### config.mk
export PLATFORM = sky130hd
export DESIGN_NAME = karatsuba_mul_8_seq
export DESIGN_NICKNAME = d
export VERILOG_FILES = /design/src/rtl/karatsuba_mul_8_seq.sv
export SDC_FILE = /design/constraint.sdc
export NUM_CORES = 1
export LEC_CHECK = 0
export ABC_AREA = 1
export BUFFER_PORTS_ARGS = -buffer_cell sky130_fd_sc_hd__clkbuf_2
export CAP_MARGIN = 10
export CORE_MARGIN = 2
export CORE_UTILIZATION = 25
export CTS_BUF_LIST = sky130_fd_sc_hd__clkbuf_16
export CTS_CLUSTER_DIAMETER = 120
export CTS_CLUSTER_SIZE = 12
export DETAILED_ROUTE_END_ITERATION = 8
export GPL_TIMING_DRIVEN = 0
export SYNTH_ARGS = -nofsm -noshare
export SYNTH_HDL_FRONTEND = slang
export SYNTH_SLANG_ARGS = --single-unit
### constraint.sdc
create_clock -name clk -period 1.57 [get_ports clk]
set_input_delay 0 -clock clk [delete_from_list [all_inputs] [get_ports clk]]
set_output_delay 0 -clock clk [all_outputs]
set_load 0.05 [all_outputs]
### src/rtl/karatsuba_mul_8_seq.sv
`default_nettype none
// ============================================================================
//  Module   : karatsuba_mul_8_seq
//  Purpose  : 8x8 carry-less (GF(2)) multiplier that time-multiplexes one
//             4x4 Karatsuba core over three cycles.
//  Revision : 1.0  initial release
// ============================================================================

// ----------------------------------------------------------------------------
//  karatsuba_mul_4 : combinational 4x4 -> 7-bit carry-less product,
//  itself built as one Karatsuba level over 2-bit halves.
// ----------------------------------------------------------------------------
module karatsuba_mul_4 (
   input  logic [3:0] i_a,
   input  logic [3:0] i_b,
   output logic [6:0] o_p
);

   logic [1:0] w_a_mid;
   logic [1:0] w_b_mid;
   logic [2:0] w_ph;
   logic [2:0] w_pl;
   logic [2:0] w_pm;
   logic [2:0] w_cross;

   function automatic logic [2:0] clmul2(input logic [1:0] a, input logic [1:0] b);
      clmul2 = {a[1] & b[1], (a[1] & b[0]) ^ (a[0] & b[1]), a[0] & b[0]};
   endfunction

   assign w_a_mid = i_a[3:2] ^ i_a[1:0];
   assign w_b_mid = i_b[3:2] ^ i_b[1:0];

   assign w_ph    = clmul2(i_a[3:2], i_b[3:2]);
   assign w_pl    = clmul2(i_a[1:0], i_b[1:0]);
   assign w_pm    = clmul2(w_a_mid, w_b_mid);

   // Middle term: (ah+al)(bh+bl) - ah*bh - al*bl, all sums are XOR.
   assign w_cross = w_ph ^ w_pl ^ w_pm;

   assign o_p = {w_ph, 4'b0000} ^ {2'b00, w_cross, 2'b00} ^ {4'b0000, w_pl};

endmodule

// ----------------------------------------------------------------------------
//  karatsuba_mul_8_seq : top level sequencer.
// ----------------------------------------------------------------------------
module karatsuba_mul_8_seq #(
   parameter int m = 8,
   parameter int n = 15
) (
   input  logic         clk,
   input  logic         rst_n,
   input  logic         in_valid,
   output logic         in_ready,
   input  logic [m-1:0] A,
   input  logic [m-1:0] B,
   output logic         out_valid,
   input  logic         out_ready,
   output logic [n-1:0] C,
   output logic         busy
);

   typedef enum logic [2:0] {
      IDLE  = 3'd0,
      MUL_H = 3'd1,
      MUL_L = 3'd2,
      MUL_M = 3'd3,
      DONE  = 3'd4
   } state_t;

   state_t r_state;
   state_t w_state_nxt;

   logic [m-1:0] r_ar;
   logic [m-1:0] r_br;
   logic [6:0]   r_p1;
   logic [6:0]   r_p0;
   logic [6:0]   r_pm;
   logic [n-1:0] r_c;

   logic [3:0]   w_mul_a;
   logic [3:0]   w_mul_b;
   logic [6:0]   w_mul_p;
   logic [6:0]   w_cross;
   logic         w_accept;

   // ------------------------------------------------------------------
   //  State register
   // ------------------------------------------------------------------
   always_ff @(posedge clk or negedge rst_n) begin
      if (!rst_n) begin
         r_state <= IDLE;
      end else begin
         r_state <= w_state_nxt;
      end
   end

   // ------------------------------------------------------------------
   //  Next state and Moore outputs
   // ------------------------------------------------------------------
   always_comb begin
      w_state_nxt = IDLE;
      in_ready    = 1'b0;
      out_valid   = 1'b0;
      busy        = 1'b1;
      w_accept    = 1'b0;
      case (r_state)
         IDLE: begin
            in_ready = 1'b1;
            busy     = 1'b0;
            w_accept = in_valid;
            w_state_nxt = in_valid ? MUL_H : IDLE;
         end
         MUL_H: w_state_nxt = MUL_L;
         MUL_L: w_state_nxt = MUL_M;
         MUL_M: w_state_nxt = DONE;
         DONE: begin
            out_valid   = 1'b1;
            w_state_nxt = out_ready ? IDLE : DONE;
         end
         // Unused encodings fall back to IDLE on the next edge.
         default: begin
            w_state_nxt = IDLE;
         end
      endcase
   end

   // ------------------------------------------------------------------
   //  Operand selection for the shared 4x4 core
   // ------------------------------------------------------------------
   always_comb begin
      w_mul_a = r_ar[3:0];
      w_mul_b = r_br[3:0];
      case (r_state)
         MUL_H: begin
            w_mul_a = r_ar[7:4];
            w_mul_b = r_br[7:4];
         end
         MUL_M: begin
            w_mul_a = r_ar[7:4] ^ r_ar[3:0];
            w_mul_b = r_br[7:4] ^ r_br[3:0];
         end
         default: begin
            w_mul_a = r_ar[3:0];
            w_mul_b = r_br[3:0];
         end
      endcase
   end

   karatsuba_mul_4 u_mul4 (
      .i_a (w_mul_a),
      .i_b (w_mul_b),
      .o_p (w_mul_p)
   );

   // Pm is consumed in the same cycle it is produced, so the live core output is used.
   assign w_cross = r_p1 ^ r_p0 ^ w_mul_p;

   // ------------------------------------------------------------------
   //  Datapath registers
   // ------------------------------------------------------------------
   always_ff @(posedge clk or negedge rst_n) begin
      if (!rst_n) begin
         r_ar <= '0;
         r_br <= '0;
         r_p1 <= '0;
         r_p0 <= '0;
         r_pm <= '0;
         r_c  <= '0;
      end else begin
         if (w_accept) begin
            r_ar <= A;
            r_br <= B;
         end
         if (r_state == MUL_H) begin
            r_p1 <= w_mul_p;
         end
         if (r_state == MUL_L) begin
            r_p0 <= w_mul_p;
         end
         if (r_state == MUL_M) begin
            r_pm <= w_mul_p;
            r_c  <= {r_p1, 8'h00} ^ {4'h0, w_cross, 4'h0} ^ {8'h00, r_p0};
         end
      end
   end

   assign C = r_c;

endmodule
`default_nettype wire

==> flow_metrics.tcl, run 1 <==
set metrics [dict create \
    ctsLongestPathBuffers 2 \
    die_y_um 104 \
    grt_pass1_wl_um 9940 \
    setup_viol 18 \
    h-tree-depth 2 \
    finalWirelength_um 5670 \
    ys_warn_count 0 \
    fillCellCount 1043 \
    maxClockFrequency_ghz 0.527 \
    port_buffers 37 \
    wl_met1_um 2680 \
    dp_slack_ns -0.393 \
    yosysSeqAreaShare 0.480 \
    start_util 0.257 \
    synthXorXnorAreaFrac 0.0784 \
    die_x_um 104 \
    worst_pin_slew_ns 0.685 \
    fin_skew_ns 0.00508 \
    first_iter_violations 84 \
    worstPathArrival_ns 2.08 \
    num-nets-final 397 \
    wl_met3_um 190 \
    drtAntennaViolNets 0 \
    period_needed_ns 1.90 \
    root_buffer "clkbuf_16" \
    rr_worst_depth 15 \
    grt_overflow_total 0 \
    yosysUniqueCellTypes 22 \
    clk_latency_ns 0.29 \
    diodes 0 \
    path_clk_slew_ns 0.07 \
    violations "negative setup slack" \
    drcViolationCount 0 \
    post_synth.cell_area_avg_um2 8.38 \
    critPathLaunchType "flip-flop" \
    wl_met2_um 2740 \
    synth-simple-area-share 0.258 \
    fin_ws_ns -0.327 \
    syn-num-nets 319 \
    vias_per_cell 4.19 \
    fin_crit_sh 1.21 \
    gp_congestion 0.841 \
    tns_ns -3.35 \
    grt_max_degree 49 \
    hpwl_um 3990 \
    highest_layer "met4" \
    min_path_cells 4 \
    syn_area_um2 2500 \
    first_global_vias 2154 \
    run_status "complete, but fails checks" \
    slew_violations 0 \
    syn-instance-count 299 \
    firstDrtPassIters 4 \
    drive_gt1_frac 0.360 \
    rows 36 \
    cp.required_ns 1.75 \
    relSlewSlack 0.540 \
    end_kind "flip-flop" \
    rsz0062_at_grt "true" \
    ys_ff_latch 48 \
    tritoncts "yes" \
    coreArea_um2 9730 \
    cp_max_fo 10 \
    grt.total_usage 0.110 \
    cap_violations 0 \
    path_class "reg2reg" \
    antenna_found_initial 0 \
    clock_sinks 48 \
    num_vias 2140 \
    muxShareOfSynthArea 0.0719 \
    cts-buffers-inserted 5 \
    die_area_um2 10800 \
    finalHoldViolCount 0 \
    synth_top_family_by_area "simple AND/OR/NAND/NOR gates" \
    min_path_type "in2reg" \
    syn_to_final_growth_pct 37.6 \
    synth_fa_ha_area_frac 0 \
    drt-wirelength-per-cell_um 11.1 \
    ios 38 \
    synth_compound_area_frac 0.0480 \
]
-- flip-flops by register name, indices dropped and copies added, names as in the netlist --
register	flops
C	15
r_ar	8
r_br	8
r_p0	7
r_p1	7
r_state	3
-- synthesized netlist by cell type --
| cell type | number | share of area |
|---|---|---|
| buf_2 | 2 | 0.0040 |
| buf_6 | 1 | 0.0045 |
| clkbuf_1 | 4 | 0.0060 |
| dfrtp_1 | 48 | 0.48 |
| inv_1 | 27 | 0.040 |
| inv_2 | 6 | 0.0090 |
| mux2_2 | 16 | 0.072 |
| nand2_1 | 108 | 0.16 |
| nand2_2 | 13 | 0.032 |
| nand3_1 | 5 | 0.010 |
| nand3_2 | 1 | 0.0040 |
| nand4_1 | 8 | 0.020 |
| nor2_1 | 14 | 0.021 |
| nor2_2 | 1 | 0.0025 |
| nor2_4 | 1 | 0.0045 |
| nor3_1 | 1 | 0.0020 |
| o21ai_0 | 20 | 0.040 |
| o21ai_1 | 4 | 0.0080 |
| xnor2_1 | 5 | 0.017 |
| xnor2_2 | 2 | 0.013 |
| xor2_1 | 10 | 0.035 |
| xor2_2 | 2 | 0.013 |
-- area by class of cell --
type                       instances  area [um^2]  area share
clock buffer                       5          125      0.0363
tap                              133          166      0.0483
buffer                             7         65.1      0.0189
inverter                          33          124      0.0359
sequential                        48         1200       0.349
multi-input combinational        211         1230       0.358
timing repair buffer              71          510       0.148
clock inverter                     3         17.5     0.00508
-- through the flow --
stage,util,std cells,area [um^2],hold slack (ns)
6_report,0.354,511,3450,0.153
5_1_grt,0.354,511,3450,0.174
4_1_cts,0.337,499,3270,0.125
3_5_place_dp,0.298,469,2900,0.204
3_3_place_gp,0.298,469,2900,0.195
2_1_floorplan,-,299,2550,-0.296
-- cells in the final DEF (no fill, tap or decap), types with 2 or more instances in the layout --
cell type      Yosys  routed
nand3_1            5       5
nand2_1          108      95
xnor2_1            5       5
nor2_4             1       4
nor2_2             1       5
inv_1             27      21
o21ai_0           20      16
nand4_1            8       8
dfrtp_1           48      47
buf_4              0      14
nor2_1            14       7
buf_6              1       5
xnor2_2            2       2
dlygate4sd3_1      0      18
xor2_2             2       2
clkbuf_2           0      38
nand2_2           13      23
xor2_1            10      10
o21ai_1            4       7
buf_12             0       2
clkbuf_16          0       5
inv_2              6      12
nand2_4            0       3
mux2_2            16      16
-- repair_timing --
action,CTS,global route
setup endpoints to repair,31,39
setup buffers,4,11
hold endpoints to repair,18,0
resized for setup,5,31
pin swaps,5,5
hold buffers,18,0
-- layer usage --
metal  global-route usage  vias to the layer above
met2                0.181                       39
met1                0.147                     1006
met3               0.0251                        9
met5                    0                        -
met4               0.0270                        0
li1                     -                     1086
-- critical path, stage by stage, from the launching register on --
cell,delay [ns]
dfrtp_2,0.45
nor2_4,0.17
buf_6,0.16
nand4_1,0.10
nand2_2,0.15
inv_2,0.08
nand2_2,0.08
nand2_2,0.06
nand2_4,0.10
nand2_1,0.07
nand2_2,0.09
inv_2,0.04
nand2_1,0.05
nand3_1,0.06
nand3_1,0.08
nand2_1,0.05
-- cell families (layout without fill, tap and decap cells) --
logic type | Yosys count | count (layout)
simple gates | 152 | 152
flops | 48 | 48
buf+inv | 40 | 119
compound gates | 24 | 24
xor+xnor | 19 | 19
mux | 16 | 16
-- worst paths after layout --
check / from / to / slack, ns
worst max-delay path: r_state[2]$_DFF_PN0_ / C[7]$_DFFE_PN0N_ / -0.33
worst max register to register: r_state[2]$_DFF_PN0_ / C[7]$_DFFE_PN0N_ / -0.33
worst min register to register: C[7]$_DFFE_PN0N_ / C[7]$_DFFE_PN0N_ / 0.48
max in group asynchronous: rst_n / r_p0[5]$_DFFE_PN0P_ / 0.80
worst min-delay path: in_valid / r_state[0]$_DFF_PN0_ / 0.15
min in group asynchronous: rst_n / C[12]$_DFFE_PN0N_ / 0.23
Power of run 1 is left out: the tool's default activity adds up to more than one toggle a clock period on the data nets, which glitch-free logic cannot reach.
==> inputs of run 2 (changes only) <==
- SKIP_CTS_REPAIR_TIMING: default -> 1
==> flow_metrics.tcl, run 2 (synthesis results as in run 1) <==
set metrics [dict create \
    run_status "complete, but fails checks" \
    violations "negative setup slack" \
    vias_per_cell 4.24 \
    finalHoldViolCount 0 \
    tns_ns -4.73 \
    hpwl_um 3990 \
    num_vias 2193 \
    drive_gt1_frac 0.453 \
    path_class "reg2reg" \
    tritoncts "yes" \
    cp.required_ns 1.75 \
    grt_pass1_wl_um 9640 \
    maxClockFrequency_ghz 0.505 \
    dp_cells 469 \
    finalWirelength_um 6280 \
    rr_worst_depth 15 \
    setup_viol 20 \
    fin_skew_ns 0.00349 \
    largest_reg_flops 15 \
    cp_max_fo 5 \
    end_kind "flip-flop" \
    grt.total_usage 0.108 \
    drt-wirelength-per-cell_um 12.1 \
    first_iter_violations 86 \
    worstPathArrival_ns 2.16 \
    clock_sinks 48 \
    fillCellCount 995 \
    timing.rr.end "C[7]$_DFFE_PN0N_" \
    rsz0062_at_grt "true" \
    firstDrtPassIters 4 \
    cpMaxStageDelayCell "dfrtp_2" \
    critPathLaunchType "flip-flop" \
    dp_slack_ns -0.393 \
    drtAntennaViolNets 0 \
    reg2reg_slack_ns -0.41 \
    min_to "r_state[0]$_DFF_PN0_" \
    cap_violations 0 \
    worst_pin_slew_ns 0.699 \
    gp_congestion 0.841 \
    root_buffer "clkbuf_16" \
    grt_max_degree 49 \
    grt_overflow_total 0 \
    finalNonFillerCells 517 \
    die_y_um 104 \
    final_common_cell "nand2_1" \
    relSlewSlack 0.530 \
    fin_ws_ns -0.411 \
    rows 36 \
    r2r-start "r_state[2]$_DFF_PN0_" \
    first_global_vias 2049 \
    min_path_type "in2reg" \
    clk_latency_ns 0.29 \
    min_path_cells 4 \
    antenna_found_initial 0 \
    crit_chain "nor2_4 > buf_6 > nand4_1 > nand2_4 > inv_4 > nand2_1 > nand2_1 > nand2_4 > inv_2 > nand2_2 > nand2_2 > nand2_2 > nand3_1 > nand3_1 > nand2_1" \
    port_buffers 37 \
    num-nets-final 403 \
    ios 38 \
    diodes 0 \
    h-tree-depth 2 \
    drcViolationCount 0 \
    hold_start "in_valid" \
    slowest_delay_ns 0.45 \
    most-common-layout-cells "nand2_1 (74), dfrtp_1 (46), clkbuf_2 (38), nand2_2 (33), dlygate4sd3_1 (18)" \
    slew_violations 0 \
    cts-buffers-inserted 5 \
    path_clk_slew_ns 0.07 \
    coreArea_um2 9730 \
    die_x_um 104 \
    fin_crit_sh 1.26 \
    syn_to_final_growth_pct 46.4 \
    start_util 0.257 \
    period_needed_ns 1.98 \
    ctsLongestPathBuffers 2 \
    die_area_um2 10800 \
    postLayoutCoreUtil 0.377 \
]
## run 2: metrics by stage
stage / hold slack [ns] / instance area, um^2
floorplan: -0.296 / 2550
global placement: 0.195 / 2900
detailed placement: 0.204 / 2900
CTS: -0.102 / 3040
global route: 0.174 / 3670
finish: 0.152 / 3670
## run 2: layout make-up
cell class	count	area, um^2	share of cell area
plain buffers	7	52.6	0.0143
clock buffers	5	125	0.0341
clock inverters	3	17.5	0.00478
inverters	33	134	0.0365
multi-input cells	212	1400	0.381
flip-flops and latches	48	1200	0.328
well taps	133	166	0.0454
repair buffers	76	571	0.156
## run 2: worst max-delay path by stage
| stage | from | end | slack [ns] | cells after the start |
|---|---|---|---|---|
| 3_3_place_gp | r_state[0]$_DFF_PN0_ | C[7]$_DFFE_PN0N_ | -0.38 | 16 |
| 3_5_place_dp | r_state[0]$_DFF_PN0_ | C[7]$_DFFE_PN0N_ | -0.39 | 16 |
| 4_1_cts | r_state[0]$_DFF_PN0_ | C[8]$_DFFE_PN0N_ | -0.41 | 13 |
| 2_1_floorplan | r_state[0]$_DFF_PN0_ | C[8]$_DFFE_PN0N_ | -0.13 | 13 |
| 6_report | r_state[2]$_DFF_PN0_ | C[7]$_DFFE_PN0N_ | -0.41 | 15 |
| 5_1_grt | r_state[2]$_DFF_PN0_ | C[7]$_DFFE_PN0N_ | -0.52 | 15 |
## run 2: routing by layer
layer,up-vias,wire [um],track usage
li1,1099,-,-
met1,1043,2840,0.143
met2,45,3160,0.174
met3,6,215,0.0263
met4,0,65,0.0309
met5,-,0,0
## run 2: worst max-delay path: cells and delay by family, from the launching register on
kind / cells / cell delay (ns)
flops: 1 / 0.45
buf+inv: 3 / 0.26
simple gates: 12 / 1.16
Power of run 2 is left out for the same reason.
==> inputs of run 3 (changes only) <==
- SLEW_MARGIN: default -> 15
- clock period: 1.57 -> 2.31 ns (I/O delays scaled with it)
==> flow_metrics.tcl, run 3 (synthesis results as in run 1) <==
set metrics [dict create \
    die_area_um2 10800 \
    fin_skew_ns 0.00576 \
    h-tree-depth 2 \
    coreArea_um2 9730 \
    diodes 0 \
    rsz0062_at_grt "false" \
    grt_overflow_total 0 \
    end_kind "flip-flop" \
    cp_max_fo 10 \
    most-common-layout-cells "nand2_1 (108), dfrtp_1 (48), clkbuf_2 (36), inv_1 (27), o21ai_0 (20)" \
    num-nets-final 381 \
    die_x_um 104 \
    ctsLongestPathBuffers 2 \
    slew_violations 0 \
    min_path_type "in2async" \
    tns_ns 0 \
    dp_cells 469 \
    port_buffers 37 \
    gp_congestion 0.805 \
    path_clk_slew_ns 0.07 \
    clock_sinks 48 \
    final_common_cell "nand2_1" \
    postLayoutCoreUtil 0.333 \
    fillCellCount 1046 \
    cp.required_ns 2.49 \
    rr_worst_depth 15 \
    tritoncts "yes" \
    antenna_found_initial 0 \
    cap_violations 0 \
    reg2reg_slack_ns 0.32 \
    clk_latency_ns 0.29 \
    timing.rr.end "C[7]$_DFFE_PN0N_" \
    r2r-start "r_state[2]$_DFF_PN0_" \
    crit_path_end "C[7]$_DFFE_PN0N_" \
    finalHoldViolCount 0 \
    num_vias 2048 \
    drive_gt1_frac 0.251 \
    finalWirelength_um 5210 \
    finalNonFillerCells 495 \
    grt.total_usage 0.107 \
    multi_input_area_um2 1150 \
    worst_pin_slew_ns 0.665 \
    startpoint "r_state[2]$_DFF_PN0_" \
    maxClockFrequency_ghz 0.501 \
    cts-buffers-inserted 5 \
    relSlewSlack 0.553 \
    run_status "complete, no violations" \
    hpwl_um 3840 \
    worstPathArrival_ns 2.17 \
    critPathLaunchType "flip-flop" \
    first_global_vias 1957 \
    vias_per_cell 4.14 \
    start_util 0.257 \
    grt_max_degree 49 \
    syn_to_final_growth_pct 29.2 \
    drt-wirelength-per-cell_um 10.5 \
    hold_slack_ns 0.264 \
    setup_viol 0 \
    drtAntennaViolNets 0 \
    grt_pass1_wl_um 9380 \
    first_iter_violations 111 \
    die_y_um 104 \
    root_buffer "clkbuf_16" \
    rows 36 \
    largest_reg_flops 15 \
    drcViolationCount 0 \
    seq_area_um2 1200 \
    period_needed_ns 1.99 \
    firstDrtPassIters 4 \
    fin_crit_sh 0.863 \
    path_class "reg2reg" \
    ios 38 \
]
==> run 3: cell types whose count changed in the layout (fill, tap and decap cells not counted), sizes merged <==
cell / delta
buf: -22
bufinv: +2
clkbuf: +1
clkinv: -2
nand3: -1
==> run 3: worst max-delay path, cell delays in order, from the launching register on <==
cell     delay [ns]
dfrtp_1        0.45
nor2_4         0.24
buf_6          0.18
nand4_1        0.11
nand2_2        0.14
inv_1          0.07
nand2_1        0.08
nand2_1        0.06
nand2_2        0.11
nand2_1        0.07
nand2_2        0.09
inv_2          0.04
nand2_1        0.05
nand3_1        0.06
nand3_1        0.08
nand2_1        0.05
==> run 3: cell type report <==
class | count | share of cell area
well taps | 133 | 0.0514
flip-flops and latches | 48 | 0.371
multi-input cells | 211 | 0.354
clock buffers | 5 | 0.0387
clock inverters | 3 | 0.0213
plain buffers | 7 | 0.0112
inverters | 33 | 0.0383
repair buffers | 55 | 0.114
==> run 3: stage by stage <==
stage	instance area [um^2]	setup slack, ns
3_5_place_dp	2860	0.328
4_1_cts	3050	0.310
6_report	3240	0.316
2_1_floorplan	2510	0.222
3_3_place_gp	2860	0.346
5_1_grt	3240	0.0834
==> run 3: worst min path at each step <==
stage	end	slack, ns	cells after the start
2_1_floorplan	C[0]$_DFFE_PN0N_	-0.30	0
3_3_place_gp	r_state[2]$_DFF_PN0_	0.20	2
3_5_place_dp	r_state[2]$_DFF_PN0_	0.21	2
4_1_cts	r_state[2]$_DFF_PN0_	-0.11	2
5_1_grt	C[14]$_DFFE_PN0N_	0.32	2
6_report	C[0]$_DFFE_PN0N_	0.26	2
==> run 3: routing by layer <==
metal | part of all wire | global-route usage
met5 | 0 | 0
met4 | 0.010 | 0.0357
met3 | 0.046 | 0.0269
met2 | 0.47 | 0.166
met1 | 0.47 | 0.145
Power of run 3 is left out for the same reason.
